<file path="src/rtl/uart_tx_buffered_if.sv">
// Host-side handshake and serial line of the buffered UART transmitter.
interface uart_tx_buffered_if;
  localparam int unsigned DATA_W = 8;

  logic              trmt;
  logic [DATA_W-1:0] tx_data;
  logic              tx_rdy;
  logic              busy;
  logic              tx_done;
  logic              TX;

  modport master (output trmt, output tx_data,
                  input  tx_rdy, input busy, input tx_done, input TX);
  modport slave  (input  trmt, input  tx_data,
                  output tx_rdy, output busy, output tx_done, output TX);
endinterface

</file>
<file path="src/rtl/uart_tx_buffered.sv">
// 8N1 UART transmitter, LSB first, idle-high line, with a one-entry holding
// register so queued frames follow each other with no idle gap.
module uart_tx_buffered #(
  parameter int unsigned BAUD_DIV = 2604
) (
  input logic                clk,
  input logic                rst,
  uart_tx_buffered_if.slave  bus
);

  localparam int unsigned CNT_W  = 16;
  localparam int unsigned BIT_W  = 3;
  localparam int unsigned DATA_W = 8;
  localparam logic [CNT_W-1:0] BAUD_LAST = CNT_W'(BAUD_DIV - 1);
  localparam logic [BIT_W-1:0] BIT_LAST  = BIT_W'(DATA_W - 1);

  typedef enum logic [1:0] {IDLE, START, DATA, STOP} state_t;

  state_t              state_q, state_d;
  logic [CNT_W-1:0]    baud_q, baud_d;
  logic [BIT_W-1:0]    bit_q, bit_d;
  logic [DATA_W-1:0]   shift_q, shift_d;
  logic [DATA_W-1:0]   hold_q, hold_d;
  logic                hold_full_q, hold_full_d;
  logic                tx_q, tx_d;
  logic                tx_rdy_q, tx_rdy_d;
  logic                busy_q, busy_d;
  logic                tx_done_q, tx_done_d;
  logic                accept;
  logic                bit_end;

  always_ff @(posedge clk) begin
    if (rst) begin
      state_q     <= IDLE;
      baud_q      <= '0;
      bit_q       <= '0;
      shift_q     <= '0;
      hold_q      <= '0;
      hold_full_q <= 1'b0;
      tx_q        <= 1'b1;
      tx_rdy_q    <= 1'b1;
      busy_q      <= 1'b0;
      tx_done_q   <= 1'b0;
    end else begin
      state_q     <= state_d;
      baud_q      <= baud_d;
      bit_q       <= bit_d;
      shift_q     <= shift_d;
      hold_q      <= hold_d;
      hold_full_q <= hold_full_d;
      tx_q        <= tx_d;
      tx_rdy_q    <= tx_rdy_d;
      busy_q      <= busy_d;
      tx_done_q   <= tx_done_d;
    end
  end

  // Next-state, bit timing, shifter and holding-register control.
  always_comb begin
    state_d     = state_q;
    baud_d      = baud_q;
    bit_d       = bit_q;
    shift_d     = shift_q;
    hold_d      = hold_q;
    hold_full_d = hold_full_q;
    tx_d        = tx_q;
    tx_done_d   = 1'b0;

    accept  = bus.trmt && tx_rdy_q;
    bit_end = (baud_q == BAUD_LAST);

    if (state_q != IDLE) begin
      baud_d = bit_end ? '0 : CNT_W'(baud_q + 1'b1);
      if (accept) begin
        hold_d      = bus.tx_data;
        hold_full_d = 1'b1;
      end
    end

    unique case (state_q)
      IDLE: begin
        tx_d   = 1'b1;
        baud_d = '0;
        if (accept) begin
          shift_d = bus.tx_data;
          state_d = START;
          tx_d    = 1'b0;
        end
      end
      START: begin
        if (bit_end) begin
          state_d = DATA;
          bit_d   = '0;
          tx_d    = shift_q[0];
        end
      end
      DATA: begin
        if (bit_end) begin
          shift_d = shift_q >> 1;
          if (bit_q == BIT_LAST) begin
            state_d = STOP;
            tx_d    = 1'b1;
          end else begin
            bit_d = BIT_W'(bit_q + 1'b1);
            tx_d  = shift_q[1];
          end
        end
      end
      STOP: begin
        if (bit_end) begin
          tx_done_d = 1'b1;
          if (hold_full_q) begin
            shift_d     = hold_q;
            hold_full_d = 1'b0;
            state_d     = START;
            tx_d        = 1'b0;
          end else if (accept) begin
            // Byte arriving on the last stop cycle bypasses the empty holding register.
            shift_d     = bus.tx_data;
            hold_full_d = 1'b0;
            state_d     = START;
            tx_d        = 1'b0;
          end else begin
            state_d = IDLE;
          end
        end
      end
      default: state_d = IDLE;
    endcase

    tx_rdy_d = !hold_full_d;
    busy_d   = (state_d != IDLE);
  end

  assign bus.TX      = tx_q;
  assign bus.tx_rdy  = tx_rdy_q;
  assign bus.busy    = busy_q;
  assign bus.tx_done = tx_done_q;

endmodule
</file>
<file path="src/flat_wrapper.sv">
// flat-port wrapper written by rule: the top's interface ports become plain ports
module uart_tx_buffered_flat 
#(
  parameter int unsigned BAUD_DIV = 2604
)
  (clk, rst, bus_trmt, bus_tx_data, bus_tx_rdy, bus_busy, bus_tx_done, bus_TX);
  uart_tx_buffered_if bus_i ();
  input logic clk;
  input logic rst;
  input wire logic [$bits(bus_i.trmt)-1:0] bus_trmt;
  input wire logic [$bits(bus_i.tx_data)-1:0] bus_tx_data;
  output wire logic [$bits(bus_i.tx_rdy)-1:0] bus_tx_rdy;
  output wire logic [$bits(bus_i.busy)-1:0] bus_busy;
  output wire logic [$bits(bus_i.tx_done)-1:0] bus_tx_done;
  output wire logic [$bits(bus_i.TX)-1:0] bus_TX;
  assign bus_i.trmt = bus_trmt;
  assign bus_i.tx_data = bus_tx_data;
  assign bus_tx_rdy = bus_i.tx_rdy;
  assign bus_busy = bus_i.busy;
  assign bus_tx_done = bus_i.tx_done;
  assign bus_TX = bus_i.TX;
  uart_tx_buffered #(.BAUD_DIV(BAUD_DIV)) u_core (.clk(clk), .rst(rst), .bus(bus_i));
endmodule
</file>
<file path="config.mk">
export PLATFORM = sky130hd
export DESIGN_NAME = uart_tx_buffered_flat
export DESIGN_NICKNAME = d
export VERILOG_FILES = /design/src/rtl/uart_tx_buffered_if.sv /design/src/rtl/uart_tx_buffered.sv /design/src/flat_wrapper.sv
export SDC_FILE = /design/constraint.sdc
export NUM_CORES = 1
export LEC_CHECK = 0
export BUFFER_PORTS_ARGS = -buffer_cell sky130_fd_sc_hd__buf_2
export CORE_MARGIN = 2
export CORE_UTILIZATION = 53
export DETAILED_ROUTE_END_ITERATION = 7
export PLACE_DENSITY = 0.74
export SYNTH_ARGS = -nofsm -noshare
export SYNTH_HDL_FRONTEND = slang
export SYNTH_SLANG_ARGS = --single-unit
</file>
<file path="constraint.sdc">
create_clock -name clk -period 1.6 [get_ports clk]
set_clock_uncertainty 0.1 [all_clocks]
set_input_delay 0.32 -clock clk [delete_from_list [all_inputs] [get_ports clk]]
set_output_delay 0.32 -clock clk [all_outputs]
set_load 0.05 [all_outputs]
</file>
# Word level (Yosys, flattened, before mapping)

Index checks and enable logic that the tools add are counted.

Word-level logic and storage cells: 69
Output and inout bits: 4
Register bits after elaboration: 42

Reduce and logical (&&, ||, !) cells: 13
$add $sub $neg: 2
Equality and inequality tests: 10
Bitwise gates (word level): 1
Multiplexer cells: 33

Operators with widths:

| cell                                                                     | count |
|---|---|
| 8-bit 2-to-1 mux                                                         | 4 |
| 8-bit case mux with 3 select lines                                       | 1 |
| 16-bit by 1-bit adder with 16-bit output (second input constant)         | 1 |
| 16-bit by 12-bit equality test with 1-bit output (second input constant) | 1 |
| 16-bit 2-to-1 mux                                                        | 1 |
| 1-bit 2-to-1 mux                                                         | 15 |
| 2-bit 2-to-1 mux                                                         | 6 |
| 3-bit 2-to-1 mux                                                         | 3 |
| 2-bit case mux with 4 select lines                                       | 1 |
| 4-bit AND reduction                                                      | 2 |
| 2-bit by 1-bit != test with 1-bit output (second input constant)         | 3 |
| 3-bit case mux with 2 select lines                                       | 1 |
| 2-bit nonzero test                                                       | 3 |
| 2-bit equality test (second input constant)                              | 2 |
| 1-bit case mux with 4 select lines                                       | 1 |
| 2-bit OR reduction                                                       | 2 |
| 3-bit by 1-bit adder with 3-bit output (second input constant)           | 1 |
| 3-bit equality test (second input constant)                              | 1 |
| 3-bit by 1-bit != test with 1-bit output (second input constant)         | 1 |
| 3-bit AND reduction                                                      | 1 |
| 3-bit nonzero test                                                       | 1 |
| 2-bit by 1-bit equality test with 1-bit output (second input constant)   | 1 |
| 2-bit logical NOT                                                        | 1 |
| 2-bit != test (second input constant)                                    | 1 |
| other kinds (4)                                                          | 4 |

# Depth between registers and ports, before layout

Gate-level depths: netlist (run 1).

Depth in word-level cells: 8
Mapped depth: 6
Mapped depth without buffers: 6

# Worst setup path before layout (run 1)

OpenSTA, ideal clock, no wires.

Kind: flip-flop to flip-flop
Start: register u_core.tx_rdy_q (netlist: u_core.bus.tx_rdy)
End: register u_core.shift_q[7]
Data arrival time: 1.605 ns
Clock period less this slack: 1.835 ns
Path buffers: 1
Path slack: -0.235 ns
Required time: 1.370 ns
Setup time: 0.130 ns
Cell stages (with the launch flop): 6
Path through: dfxtp_1 and2_1 clkbuf_1 or2b_2 a221oi_1 o32ai_1

Word-level cells in the longest chain between the ends: 5

Ends and longest elaborated chain:

| what                                 | line                   | RTL |
|---|---|---|
| start: declaration                   | uart_tx_buffered.sv:26 | `logic tx_rdy_q, tx_rdy_d;` |
| start signal: assignment             | uart_tx_buffered.sv:52 | `tx_rdy_q <= tx_rdy_d;` |
| 1-bit logical AND *                  | uart_tx_buffered.sv:69 | `accept = bus.trmt && tx_rdy_q;` |
| 8-bit 2-to-1 mux *                   | n/a                    |  |
| 8-bit 2-to-1 mux (2 in a row)        | n/a                    |  |
| 8-bit case mux with 3 select lines * | n/a                    |  |
| end signal: assignment               | uart_tx_buffered.sv:48 | `shift_q <= shift_d;` |
| end: declaration                     | uart_tx_buffered.sv:22 | `logic [DATA_W-1:0] shift_q, shift_d;` |

Every way passes the cells marked *; elsewhere a longest branch is shown, timed or not. The select of a mux whose other input is x is not followed.
A chain may end at the register's enable or synchronous reset.

# Worst setup path in the final report (run 1)

Start: register u_core.baud_q[1]
End: register u_core.shift_q[1]

Word-level cells in the longest chain between the ends: 3
Elaborated cells on any way between the ends: 4

Ends and longest elaborated chain:

| what                                                      | line                   | RTL |
|---|---|---|
| start: declaration                                        | uart_tx_buffered.sv:20 | `logic [CNT_W-1:0] baud_q, baud_d;` |
| start signal: assignment                                  | uart_tx_buffered.sv:46 | `baud_q <= baud_d;` |
| 16-bit by 12-bit equality test with 1-bit output *        | uart_tx_buffered.sv:70 | `bit_end = (baud_q == BAUD_LAST);` |
| 2-bit by 1-bit != test with 1-bit output (no source line) | n/a                    |  |
| 3-bit AND reduction (no source line) *                    | n/a                    |  |

Every way passes the cells marked *; elsewhere a longest branch is shown, timed or not.

==> results of run 1 <==
synth_stat cells (all sizes together) (2+ instances only):
library cell	number
nand4	5
inv	12
a21oi	9
a222oi	6
o32ai	9
o31a	2
o21ai	9
nand3	9
buf	6
xor2	3
nor4	3
mux2i	9
clkbuf	6
nor3	6
dfxtp	42
nor2	32
ha	3
xnor2	10
and4bb	2
nand2	10
and3	2
power by group:
| group | leakage, nW | switching, W | total [W] | internal (W) |
|---|---|---|---|---|
| combinational | 0.593 | 0.000169 | 0.000297 | 0.000128 |
| sequential | 0.344 | 0.0000272 | 0.00111 | 0.00109 |
| clock | 0.0482 | 0.000362 | 0.000710 | 0.000348 |
| total | 0.986 | 0.000558 | 0.00212 | 0.00156 |
final cells by class:
class / count / share of cell area (%)
Sequential cell: 42 / 33.4
Tap cell: 48 / 2.35
Timing Repair Buffer: 51 / 15.0
Inverter: 12 / 1.76
Clock buffer: 7 / 3.37
Multi-Input combinational cell: 151 / 43.9
Clock inverter: 1 / 0.196
final timing paths:
path         slack, ps                            from                              to  cells past startpoint
min reg2reg        380  u_core.shift_q[0]$_SDFFE_PP0P_  u_core.shift_q[0]$_SDFFE_PP0P_                      2
min                170                  bus_tx_data[6]   u_core.hold_q[6]$_SDFFE_PP0P_                      3
max reg2reg         -6   u_core.baud_q[1]$_SDFFE_PP0N_  u_core.shift_q[1]$_SDFFE_PP0P_                      5
max                 -6   u_core.baud_q[1]$_SDFFE_PP0N_  u_core.shift_q[1]$_SDFFE_PP0P_                      5
state kept, by name, indices dropped and copies added (netlist names):
name / flops
u_core.bus.busy: 1
u_core.state_q: 2
u_core.hold_q: 8
u_core.bus.tx_done: 1
u_core.baud_q: 16
u_core.bus.tx_rdy: 1
u_core.bit_q: 3
u_core.hold_full_q: 1
u_core.bus.TX: 1
u_core.shift_q: 8
logic make-up after synthesis:
| group | Yosys count |
|---|---|
| buffers and inverters | 24 |
| AO/OA/AOI/OAI | 46 |
| adder cells (fa/ha/maj) | 3 |
| AND/OR/NAND/NOR | 80 |
| flip-flops | 42 |
| XOR/XNOR | 13 |
| multiplexers | 9 |
cell usage in the layout (no fill, tap or decap), types with 2 or more instances in the layout:
master                     count
sky130_fd_sc_hd__mux2i_1       9
sky130_fd_sc_hd__o32ai_2       8
sky130_fd_sc_hd__nand2_1       8
sky130_fd_sc_hd__inv_1        12
sky130_fd_sc_hd__nor4_1        2
sky130_fd_sc_hd__nand2_2       2
sky130_fd_sc_hd__dfxtp_4       2
sky130_fd_sc_hd__o21ai_0       6
sky130_fd_sc_hd__nor2_1       31
sky130_fd_sc_hd__o21ai_1       2
sky130_fd_sc_hd__dfxtp_2       5
sky130_fd_sc_hd__xor2_1        3
sky130_fd_sc_hd__buf_6         3
sky130_fd_sc_hd__and3_1        2
sky130_fd_sc_hd__a222oi_1      6
sky130_fd_sc_hd__dfxtp_1      35
sky130_fd_sc_hd__nand3_1       9
sky130_fd_sc_hd__clkbuf_8      6
sky130_fd_sc_hd__buf_4        32
sky130_fd_sc_hd__nand4_1       4
sky130_fd_sc_hd__buf_12        2
sky130_fd_sc_hd__ha_1          2
sky130_fd_sc_hd__buf_2        14
sky130_fd_sc_hd__nor3_1        6
sky130_fd_sc_hd__xnor2_1      10
sky130_fd_sc_hd__a21oi_1       8
metrics by stage:
step                hold slack (ps)  utilization, %
floorplan                       334               -
global placement                347            64.1
detailed placement              357            64.1
CTS                             170            67.5
global route                    196            69.9
finish                          174            69.9
per-layer routing:
metal,track usage (%),vias up,part of all wire [%]
met4,10.2,0,2.6
met3,5.82,13,4.7
li1,-,881,-
met1,26.3,865,39
met5,0,-,0
met2,42.3,57,54
worst reg2reg max path, cell delays in order, from the launching register on:
cell and delay (ps):
sky130_fd_sc_hd__dfxtp_2 340, sky130_fd_sc_hd__ha_4 150, sky130_fd_sc_hd__and4bb_1 220, sky130_fd_sc_hd__and4_4 200, sky130_fd_sc_hd__a21oi_4 330, sky130_fd_sc_hd__o32ai_2 140
what timing repair did:
item	in CTS	in global routing
endpoints found under the hold margin	0	0
endpoints found under the setup margin	13	36
gates resized for setup	8	18
setup buffers	0	1
pin swaps	2	13
==> results.md, run 1 <==
Finish:
- The post-route standard cell area excluding fillers is 0.00256 mm^2.
- Summing all multi-input logic gate instances after layout gives 0.00112 mm^2.
- The non-filler instance count after layout is 312.
- In the final layout, the share of cells above drive strength 1 is 34.1%.
- From synthesis to final layout, the design area changed by 27.7%.
- 0 antenna diodes ended up in the layout.
- The total number of nets in the final design is 277.
- Across the whole layout, storage elements account for 855 um^2.
- The number of fill cells is 281.

Critical path:
- The worst setup path is of the register to register kind.
- Among all stages on the critical path, the largest delay is contributed by sky130_fd_sc_hd__dfxtp_2.
- Walking the worst path, the cells encountered are ha_4 -> and4bb_1 -> and4_4 -> a21oi_4 -> o32ai_2.
- Of all nets on the critical path, the largest fanout is 8.
- The kind of start point of the critical path is a register.
- The largest single stage delay on the critical path is 340 ps.
- The data required time at the worst endpoint is 1680 ps.
- STA puts the critical path data arrival time at 1680 ps.
- The number of buffers and inverters on the critical path is 0.
- The kind of cell with the highest combined delay along the critical path is compound AO/OA/AOI/OAI gates.
- The endpoint kind of the worst setup timing path is a register.

Timing:
- Setup repair after global routing could not meet its margin everywhere.
- The worst path in the final design needs a cycle of 1610 ps, including I/O delays and setup.
- Summed over all failing endpoints, the final setup total negative slack is -11.0 ps.
- Headroom to the max-slew limit came out at 72.6%.
- Setup violations remaining at the end of the flow were counted as 3.
- For this run, the top clock speed supported by timing is 623 MHz.
- The worst setup slack after layout is -5.69 ps.
- The final max-slew violation count came to 0.
- The total count of hold-check failures in the final report was 0.
- The transition time at the pin with the least slew margin is 410 ps.
- The share of the cycle needed by the critical path after routing is 100%.

Logic synthesis:
- Of the post-synthesis cell area, the part taken by muxes is 4.49%.
- The synthesized netlist devotes 1.87% of its cell area to adder and majority cells.
- In this run, distinct cell masters in the synthesized netlist total 53.
- Counting every net in the synthesized netlist gives 231.
- The flip-flop and latch count after synthesis is 42.
- Of the total synthesized cell area, the portion taken by XOR and XNOR cells is 5.68%.
- In the synthesized netlist the dominant register cell turns out to be sky130_fd_sc_hd__dfxtp_1.
- Counting every instance in the synthesized netlist gives 217.
- During synthesis, Yosys emitted a total of 0 warnings.
- The combinational family with the most area after synthesis is simple AND/OR/NAND/NOR gates.
- Yosys attributes the largest share of cell area to sky130_fd_sc_hd__dfxtp_1 42%, sky130_fd_sc_hd__nor2_1 6.0%, sky130_fd_sc_hd__mux2i_1 4.5%.
- Each instance of the synthesized netlist takes up on average 9.24 um^2.
- After synthesis, the share of flip-flops with an asynchronous set or reset is 0%.
- The post-synthesis share of cell area spent on and, or, nand and nor gates is 21.2%.
- The part of the Yosys area used for sequential elements is 41.9%.
- The post-synthesis compound-gate area fraction is 17.5%.
- The leading area contributor after synthesis is sky130_fd_sc_hd__dfxtp_1.
- Counting flops with a built-in enable in the synthesized netlist gives 0.
- The post-synthesis instance area is 0.00200 mm^2.
- The area share of the leading cell type in the synthesized netlist is 41.9%.

Run:
- The tool flagged a number of max-cap violations equal to 0.

Clocking:
- The cell sitting at the root of the clock tree is a sky130_fd_sc_hd__clkbuf_8.
- The number of levels in the clock H-tree is 2.
- The insertion delay to the later sink of the worst-skew pair is 300 ps.
- The CTS sink count is 42.
- After clock tree synthesis, the flow added hold-fix buffers numbering 0.
- The clock transition at the registers of the reported paths is 80 ps.
- The number of buffers between clock root and the deepest sink is 2.
- TritonCTS created 5 clock buffers.
- TritonCTS built the clock tree.

Power and ir drop:
- The total power draw is 0.00212 W.
- The worst IR drop on VDD is 679 uV.
- The power density over the cells is 828 mW/mm^2.
- The static power due to leakage is 0.986 nW.

Placed design:
- After detailed placement, the total cell area comes to 0.00235 mm^2.
- The final HPWL from detailed placement is 3.21 mm.
- The weighted congestion at the end of routability-driven global placement is 0.852.
- The worst slack at placement is -32.7 ps.
- The count of buffers added on input and output ports is 14.
- After detailed placement, the design holds a cell count of 303.

Die:
- For this design the top-level I/O count stands at 15.
- The number of standard-cell rows in the floorplan is 22.
- The total area inside the core boundary comes to 0.00366 mm^2.
- The die covers 0.00429 mm^2.
- Once the floorplan was initialized, standard cells occupied 54.8% of the core.
- The die is 65.5 um wide.
- In this run the vertical extent of the chip is 65.5 um.

Global routing:
- The total overflow left after global routing is 0.
- The overall track demand over capacity in global routing is 23.6%.
- The first global-routing pass estimated 7.73 mm of wire.
- Entering global routing, the biggest net connects 24 pins.
- The initial antenna violation count is 0.
- The number of global-route vias before repair is 1786.

Detailed routing:
- Dividing the detail-routed wire length by the instance count gives 15.4 um.
- The count of nets left with antenna violations once routing finished came out at 0.
- The number of DRC markers in iteration 0 is 135.
- The final routed DRC violation total is 0.
- The pre-antenna-repair detailed-routing pass consisted of 6 iterations.
- Dividing the detail-routed via count by the number of cells gives 5.82.
- The final route contains 1816 vias.
- The wire length reported by the detailed router is 4.80 mm.

Status:
- The final reports fail on negative setup slack.
- The flow ran to the end, but the final reports show violations.

Min path:
- The path class of the tightest hold or removal check is input pin to register.
No activity file was read; power rests on OpenSTA's default activity.
==> run 2, diff against run 1 <==
--- a/config.mk
+++ b/config.mk
@@ -7,9 +7,9 @@
 export LEC_CHECK = 0
 export BUFFER_PORTS_ARGS = -buffer_cell sky130_fd_sc_hd__buf_2
 export CORE_MARGIN = 2
-export CORE_UTILIZATION = 53
+export CORE_UTILIZATION = 35
 export DETAILED_ROUTE_END_ITERATION = 7
-export PLACE_DENSITY = 0.74
+export PLACE_DENSITY = 0.51
 export SYNTH_ARGS = -nofsm -noshare
 export SYNTH_HDL_FRONTEND = slang
 export SYNTH_SLANG_ARGS = --single-unit
==> run 2 against run 1 <==
Cell area up 4.3%. Critical path depth increased by 1. Combinational power decreased by 5%. Critical path type unchanged. The flow still finishes with violations (negative setup slack). Via count down 5.5%. Routed wire length down 2.4%. Clock power rose by 46%. Sequential power barely moved. Sequential cell count did not move. Setup slack lost 5.7 ps. Maximum frequency shrank 0.35%. Register-to-register slack is essentially flat. Core utilization fell by 21 points. Largest power group unchanged.
==> results.md, run 2 (synthesis results as in run 1) <==
Clocking:
- The number of buffers between clock root and the deepest sink is 2 (unchanged).
- The CTS sink count is 42 (unchanged).
- The root buffer cell chosen for the clock tree is sky130_fd_sc_hd__clkbuf_8.
- The CTS buffer count came to 5 (unchanged).
- The clock transition at the registers of the reported paths is 80 ps (about the same).
- TritonCTS built the clock tree.
- The insertion delay to the later sink of the worst-skew pair came to 300 ps (about the same).
- The number of levels in the clock H-tree is 2 (unchanged).

Finish:
- The register with the most flip-flops is u_core.baud_q.
- The number of fill cells came to 525 (+87%).
- The area growth from synthesis to final layout is 33.1%.
- The share of cells above drive strength 1 is 36.0% (+1.9 points).
- The most common cell after layout, fill and taps aside is sky130_fd_sc_hd__buf_4.
- The largest registers in the layout are u_core.baud_q (16), u_core.hold_q (8), u_core.shift_q (8).
- The number of flip-flops under the largest register name is 16 (unchanged).
- The post-route standard cell area excluding fillers is 0.00267 mm^2 (+4.3%).
- The final antenna diode count came to 0 (unchanged).
- In the layout the commonest cells are 38 x sky130_fd_sc_hd__buf_4, 34 x sky130_fd_sc_hd__dfxtp_1, 32 x sky130_fd_sc_hd__nor2_1.
- The total number of nets in the final design is 280 (+1.1%).

Min path:
- The worst hold path begins at bus_tx_data[0].
- For hold timing, the worst endpoint is u_core.hold_q[0]$_SDFFE_PP0P_.
- In this run the worst hold path is classified as input pin to register.
- The worst hold path cell count is 3 (unchanged).

Critical path:
- STA classifies the critical path startpoint as a register.
- The data required time at the worst endpoint is 1690 ps (about the same).
- The slack of the worst reg-to-reg path was -10 ps (about the same).
- The critical path is of the register to register type.
- The critical-path maximum fanout is 14 (+6).
- The endpoint kind of the worst setup timing path is a register.
- The capturing point of the worst reg2reg path is u_core.baud_q[14]$_SDFFE_PP0N_.
- The startpoint identified for the worst register-to-register timing path is u_core.baud_q[4]$_SDFFE_PP0N_.
- The endpoint arrival time on the critical path was 1700 ps (+20 ps).
- The number of cells on the worst reg-to-reg path is 6 (+1).

Timing:
- The worst hold margin is 176 ps (+1.51 ps).
- Setup repair after global routing could not meet its margin everywhere.
- The total of endpoints with negative setup slack in the final report was 15 (+12).
- The total negative slack for setup checks is -67.7 ps (-56.8 ps).
- The achievable frequency is 621 MHz (-0.35%).
- The worst relative slew slack came to 71.8% (-0.83 points).
- The transition time at the pin with the least slew margin is 421 ps (+11.2 ps).
- The share of the cycle needed by the critical path after routing is 101% (+0.35 points).
- The final max-slew violation count was 0 (unchanged).
- The final critical-path required period is 1610 ps (+5.65 ps).
- The worst setup slack after layout was -11.3 ps (-5.65 ps).
- The total count of hold-check failures in the final report is 0 (unchanged).

Global routing:
- After global routing, the most crowded layer is met2.
- The met3 track demand over resource is 3.62% (-2.2 points).
- The number of global-route vias before repair was 1611 (-9.8%).
- The fraction of met1 tracks used by global routing is 22.9% (-3.5 points).
- The largest net degree at the start of global routing was 20 (-17%).
- The overall track demand over capacity in global routing is 16.0% (-7.6 points).
- The initial antenna violation count is 0 (unchanged).
- The met2 usage was 23.4% (-19 points).
- The global-route congestion overflow total is 0 (unchanged).
- The global-route wire length before repair is 7.89 mm (+2.0%).

Run:
- The count of maximum capacitance violations is 0 (unchanged).

Placed design:
- The weighted congestion at the end of routability-driven global placement was 0.801 (-5.9%).
- The count of port buffers added during placement is 14 (unchanged).
- The cell area reported after detailed placement came to 0.00238 mm^2 (+1.4%).
- The final HPWL from detailed placement is 3.32 mm (+3.5%).
- The worst slack at placement is -111 ps (-78.8 ps).

Power and ir drop:
- The power share of the sequential group came to 45.7% (-6.8 points).
- The switching share of total power came to 23.0% (-3.3 points).
- The static power due to leakage is 1.03 nW (+4.5%).
- The switching power of the nets is 0.000559 W (+0.20%).
- The cell-internal power was 0.00187 W (+20%).
- The part of the power in combinational logic is 11.6% (-2.4 points).
- The power density over the cells was 911 mW/mm^2 (+10%).
- The worst IR drop on VDD was 376 uV (-45%).
- The fraction of power consumed by the clock network is 42.6% (+9.1 points).
- The total power draw was 0.00243 W (+15%).

Detailed routing:
- The total via count in the routed design came to 1716 (-5.5%).
- The post-route antenna net violation count is 0 (unchanged).
- The ratio of routed vias to standard cells is 5.06 (-13%).
- The detailed-routing iteration count for the pre-antenna-repair pass is 5 (-1).
- The final routed DRC violation total came to 0 (unchanged).
- The wire length reported by the detailed router is 4.68 mm (-2.4%).
- The average detailed-routed wire length per instance came to 13.8 um (-10%).
- The number of DRC markers in iteration 0 came to 112 (-17%).

Die:
- The horizontal die dimension is 79.7 um (+22%).
- The die outline height is 79.7 um (+22%).
- The effective utilization at floorplan is 36.4% (-18 points).
- The number of standard-cell rows in the floorplan is 27 (+23%).
- The placeable core region came to 0.00551 mm^2 (+50%).
- The overall die area was 0.00635 mm^2 (+48%).
- The number of top-level pins was 15 (unchanged).

Status:
- The checks that failed: negative setup slack.
- The run finished, with violations left.
-- run 2: through the flow --
stage	utilization (%)	instances
5_1_grt	48.5	339
3_3_place_gp	43.2	329
3_5_place_dp	43.2	329
4_1_cts	46.8	337
2_1_floorplan	-	217
6_report	48.5	339
-- run 2: layout make-up --
type	instances	area (um^2)	share of cell area, %
Multi-Input combinational cell	151	1150	43.0
Sequential cell	42	856	32.1
Timing Repair Buffer	54	387	14.5
Tap cell	72	90.1	3.38
Clock buffer	6	82.6	3.09
Clock inverter	2	60.1	2.25
Inverter	12	45.0	1.69
-- run 2: worst max-delay path by stage --
stage / from / endpoint / slack, ps / cells past startpoint
2_1_floorplan: u_core.bus.tx_rdy$_SDFF_PP1_ / u_core.shift_q[7]$_SDFFE_PP0P_ / 20 / 5
3_3_place_gp: u_core.baud_q[1]$_SDFFE_PP0N_ / u_core.shift_q[3]$_SDFFE_PP0P_ / -110 / 5
3_5_place_dp: u_core.baud_q[1]$_SDFFE_PP0N_ / u_core.shift_q[4]$_SDFFE_PP0P_ / -110 / 5
4_1_cts: u_core.baud_q[8]$_SDFFE_PP0N_ / u_core.shift_q[4]$_SDFFE_PP0P_ / -30 / 4
5_1_grt: u_core.baud_q[4]$_SDFFE_PP0N_ / u_core.shift_q[3]$_SDFFE_PP0P_ / -80 / 4
6_report: u_core.baud_q[4]$_SDFFE_PP0N_ / u_core.baud_q[14]$_SDFFE_PP0N_ / -10 / 6
-- run 2: power groups by stage --
stage          clock [W]  combinational (W)  sequential [W]
5_1_grt          0.00110           0.000308         0.00112
4_1_cts          0.00107           0.000269         0.00111
6_report         0.00104           0.000283         0.00111
3_5_place_dp           0           0.000261         0.00114
2_1_floorplan          0           0.000141         0.00116
3_3_place_gp           0           0.000262         0.00114
-- run 2: per-layer routing --
layer  vias up  share of wire (%)
met4         0                1.5
met3         6                2.5
li1        890                  -
met1       802                 52
met5         -                  0
met2        18                 44
-- run 2: what timing repair did --
item | 4_1_cts | 5_1_grt
gates resized for setup | 13 | 19
endpoints found under the setup margin | 24 | 37
hold buffers | 0 | 0
buffers inserted | 0 | 2
pin swaps | 5 | 13
-- run 2: critical path, stage by stage (launching register included) --
cell and delay (ps):
sky130_fd_sc_hd__dfxtp_2 340, sky130_fd_sc_hd__nor4b_4 380, sky130_fd_sc_hd__nand4_4 200, sky130_fd_sc_hd__buf_4 190
sky130_fd_sc_hd__nand2_1 100, sky130_fd_sc_hd__buf_12 140, sky130_fd_sc_hd__nor2_1 50
==> run 3, diff against run 2 <==
--- a/config.mk
+++ b/config.mk
@@ -10,6 +10,7 @@
 export CORE_UTILIZATION = 35
 export DETAILED_ROUTE_END_ITERATION = 7
 export PLACE_DENSITY = 0.51
+export RECOVER_POWER = 25
 export SYNTH_ARGS = -nofsm -noshare
 export SYNTH_HDL_FRONTEND = slang
 export SYNTH_SLANG_ARGS = --single-unit
==> run 3 against run 2 <==
The run still ends with negative setup slack left. Setup slack about the same. Maximum frequency unchanged. Die area unchanged. Sequential cell count is the same. Clock power barely moved. Global-route usage did not move. Sequential power barely moved. Register-to-register slack about the same. Critical path depth is the same. Sequential share of layout area stayed put. Non-clock buffer count did not move. Critical path type unchanged. Largest cell class unchanged.
==> results.md, run 3 (synthesis results as in run 1) <==
Status:
- The run finished, with violations left.
- The checks that failed: negative setup slack.

Global routing:
- The largest net degree at the start of global routing is 20 (unchanged).
- The most used routing layer is met2.
- The global-route congestion overflow total is 0 (unchanged).
- The met2 usage was 23.4% (unchanged).
- The met3 track demand over resource came to 3.62% (unchanged).
- The fraction of met1 tracks used by global routing is 22.9% (unchanged).
- The number of global-route vias before repair is 1611 (unchanged).
- The initial antenna violation count is 0 (unchanged).
- The global-route wire length before repair is 7.89 mm (unchanged).
- The overall track demand over capacity in global routing came to 16.0% (unchanged).

Power and ir drop:
- The cell-internal power came to 0.00187 W (about the same).
- The static power due to leakage is 1.03 nW (about the same).
- The worst IR drop on VDD is 376 uV (about the same).
- The fraction of power consumed by the clock network is 42.7% (about the same).
- The part of the power in combinational logic is 11.6% (about the same).
- The power share of the sequential group was 45.7% (about the same).
- The switching share of total power is 23.0% (about the same).
- The power density over the cells is 911 mW/mm^2 (about the same).
- The switching power of the nets is 0.000560 W (about the same).
- The total power draw is 0.00243 W (about the same).

Critical path:
- STA classifies the critical path endpoint as a register.
- The data required time at the worst endpoint is 1690 ps (about the same).
- The critical-path maximum fanout was 14 (unchanged).
- The critical setup path kind is register to register.
- The slack of the worst reg-to-reg path is -10 ps (about the same).
- The endpoint arrival time on the critical path is 1700 ps (about the same).
- The worst setup path is launched from a register.

Die:
- The effective utilization at floorplan is 36.4% (unchanged).
- The overall die area is 0.00635 mm^2 (unchanged).
- The die outline height is 79.7 um (unchanged).
- The number of standard-cell rows in the floorplan came to 27 (unchanged).
- The number of top-level pins is 15 (unchanged).
- The placeable core region came to 0.00551 mm^2 (unchanged).
- The horizontal die dimension was 79.7 um (unchanged).

Clocking:
- The number of hold buffers added after cts came to 0 (unchanged).
- The clock transition at the registers of the reported paths came to 80 ps (about the same).
- The CTS buffer count is 5 (unchanged).
- The CTS sink count is 42 (unchanged).
- The root buffer selected by CTS is sky130_fd_sc_hd__clkbuf_8.
- TritonCTS built the clock tree.
- The number of buffers between clock root and the deepest sink came to 2 (unchanged).
- The number of levels in the clock H-tree was 2 (unchanged).
- The insertion delay to the later sink of the worst-skew pair is 300 ps (about the same).

Placed design:
- The cell area reported after detailed placement is 0.00238 mm^2 (unchanged).
- The final HPWL from detailed placement came to 3.32 mm (unchanged).
- The count of port buffers added during placement is 14 (unchanged).
- The weighted congestion at the end of routability-driven global placement is 0.801 (unchanged).
- The placed instance count was 329 (unchanged).
- The worst slack at placement is -111 ps (unchanged).

Timing:
- The share of the cycle needed by the critical path after routing was 101% (about the same).
- The total of endpoints with negative setup slack in the final report is 15 (unchanged).
- The achievable frequency was 621 MHz (unchanged).
- The worst setup slack after layout was -11.3 ps (-0.000500 ps).
- Setup repair after global routing could not meet its margin everywhere.
- The final max-slew violation count was 0 (unchanged).
- The final critical-path required period is 1610 ps (+0.000500 ps).
- The total count of hold-check failures in the final report is 0 (unchanged).
- The worst hold margin was 175 ps (-0.544 ps).
- The worst relative slew slack is 71.8% (unchanged).
- The transition time at the pin with the least slew margin was 421 ps (unchanged).

Detailed routing:
- The final routed DRC violation total was 0 (unchanged).
- The total via count in the routed design came to 1717 (+0.058%).
- The detailed-routing iteration count for the pre-antenna-repair pass is 4 (-1).
- The average detailed-routed wire length per instance came to 13.8 um (unchanged).
- The number of DRC markers in iteration 0 is 112 (unchanged).
- The ratio of routed vias to standard cells came to 5.06 (about the same).
- The post-route antenna net violation count is 0 (unchanged).
- The wire length reported by the detailed router is 4.68 mm (unchanged).

Finish:
- The area growth from synthesis to final layout came to 33.1% (unchanged).
- More flip-flops sit in one register than any other, and that register is u_core.baud_q.
- The final antenna diode count is 0 (unchanged).
- The footprint of the multi-input gates came to 0.00115 mm^2 (unchanged).
- The post-route standard cell area excluding fillers is 0.00267 mm^2 (unchanged).
- The non-filler instance count after layout is 339 (unchanged).
- The number of flip-flops under the largest register name was 16 (unchanged).
- The library cell used most frequently in the layout, excluding fill and tap cells, is sky130_fd_sc_hd__buf_4.
- The storage element area is 856 um^2 (unchanged).
- The share of cells above drive strength 1 was 36.0% (unchanged).
- The number of fill cells is 525 (unchanged).
- In the layout the commonest cells are 38 x sky130_fd_sc_hd__buf_4, 34 x sky130_fd_sc_hd__dfxtp_1, 32 x sky130_fd_sc_hd__nor2_1.
- In the final layout, the registers with the most flip-flops are u_core.baud_q (16), u_core.hold_q (8), u_core.shift_q (8).
- The total number of nets in the final design is 280 (unchanged).

Min path:
- The path type of the worst min-delay path is input pin to register.

Run:
- The count of maximum capacitance violations is 0 (unchanged).
-- run 3: cell count changes in the layout (fill, tap and decap cells not counted) --
cell	change
sky130_fd_sc_hd__clkbuf_2	+3
sky130_fd_sc_hd__buf_2	-3
-- run 3: metrics by stage --
stage	setup TNS (ps)	util, %
3_3_place_gp	-839	43.2
6_report	-74.6	48.5
3_5_place_dp	-1040	43.2
2_1_floorplan	0	-
4_1_cts	-81.9	46.8
5_1_grt	-1650	48.5
-- run 3: worst paths after layout --
check | to | depth (start not counted) | from
max reg2reg | u_core.baud_q[14]$_SDFFE_PP0N_ | 6 | u_core.baud_q[4]$_SDFFE_PP0N_
min reg2reg | u_core.shift_q[3]$_SDFFE_PP0P_ | 2 | u_core.shift_q[3]$_SDFFE_PP0P_
min | u_core.hold_q[0]$_SDFFE_PP0P_ | 3 | bus_tx_data[0]
max | u_core.baud_q[14]$_SDFFE_PP0N_ | 6 | u_core.baud_q[4]$_SDFFE_PP0N_
-- run 3: power by group through the flow --
stage,sequential [W],clock [W],combinational [W]
3_5_place_dp,0.00114,0,0.000261
3_3_place_gp,0.00114,0,0.000262
4_1_cts,0.00111,0.00107,0.000269
2_1_floorplan,0.00116,0,0.000141
6_report,0.00111,0.00104,0.000282
5_1_grt,0.00112,0.00110,0.000308
-- run 3: timing repair --
| item | 4_1_cts | 5_1_grt |
|---|---|---|
| pin swaps | 5 | 13 |
| gates resized for setup | 13 | 19 |
| setup buffers | 0 | 2 |
| endpoints found under the setup margin | 24 | 37 |
| gates cloned | 0 | 0 |
-- run 3: layout make-up --
cell class	instances	area share, %
multi-input combinational	151	43.0
sequential	42	32.1
timing repair buffer	54	14.5
tap	72	3.38
clock buffer	6	3.09
clock inverter	2	2.25
inverter	12	1.69
-- run 3: worst max-delay path: stages (launching register included) --
cell,delay [ps]
sky130_fd_sc_hd__dfxtp_2,340
sky130_fd_sc_hd__nor4b_4,380
sky130_fd_sc_hd__nand4_4,200
sky130_fd_sc_hd__buf_4,190
sky130_fd_sc_hd__nand2_1,100
sky130_fd_sc_hd__buf_12,140
sky130_fd_sc_hd__nor2_1,50
-- run 3: per-layer routing --
| layer | wire length [um] | up-vias |
|---|---|---|
| li1 | - | 890 |
| met4 | 68 | 0 |
| met1 | 2420 | 799 |
| met3 | 133 | 6 |
| met2 | 2060 | 22 |
| met5 | 0 | - |
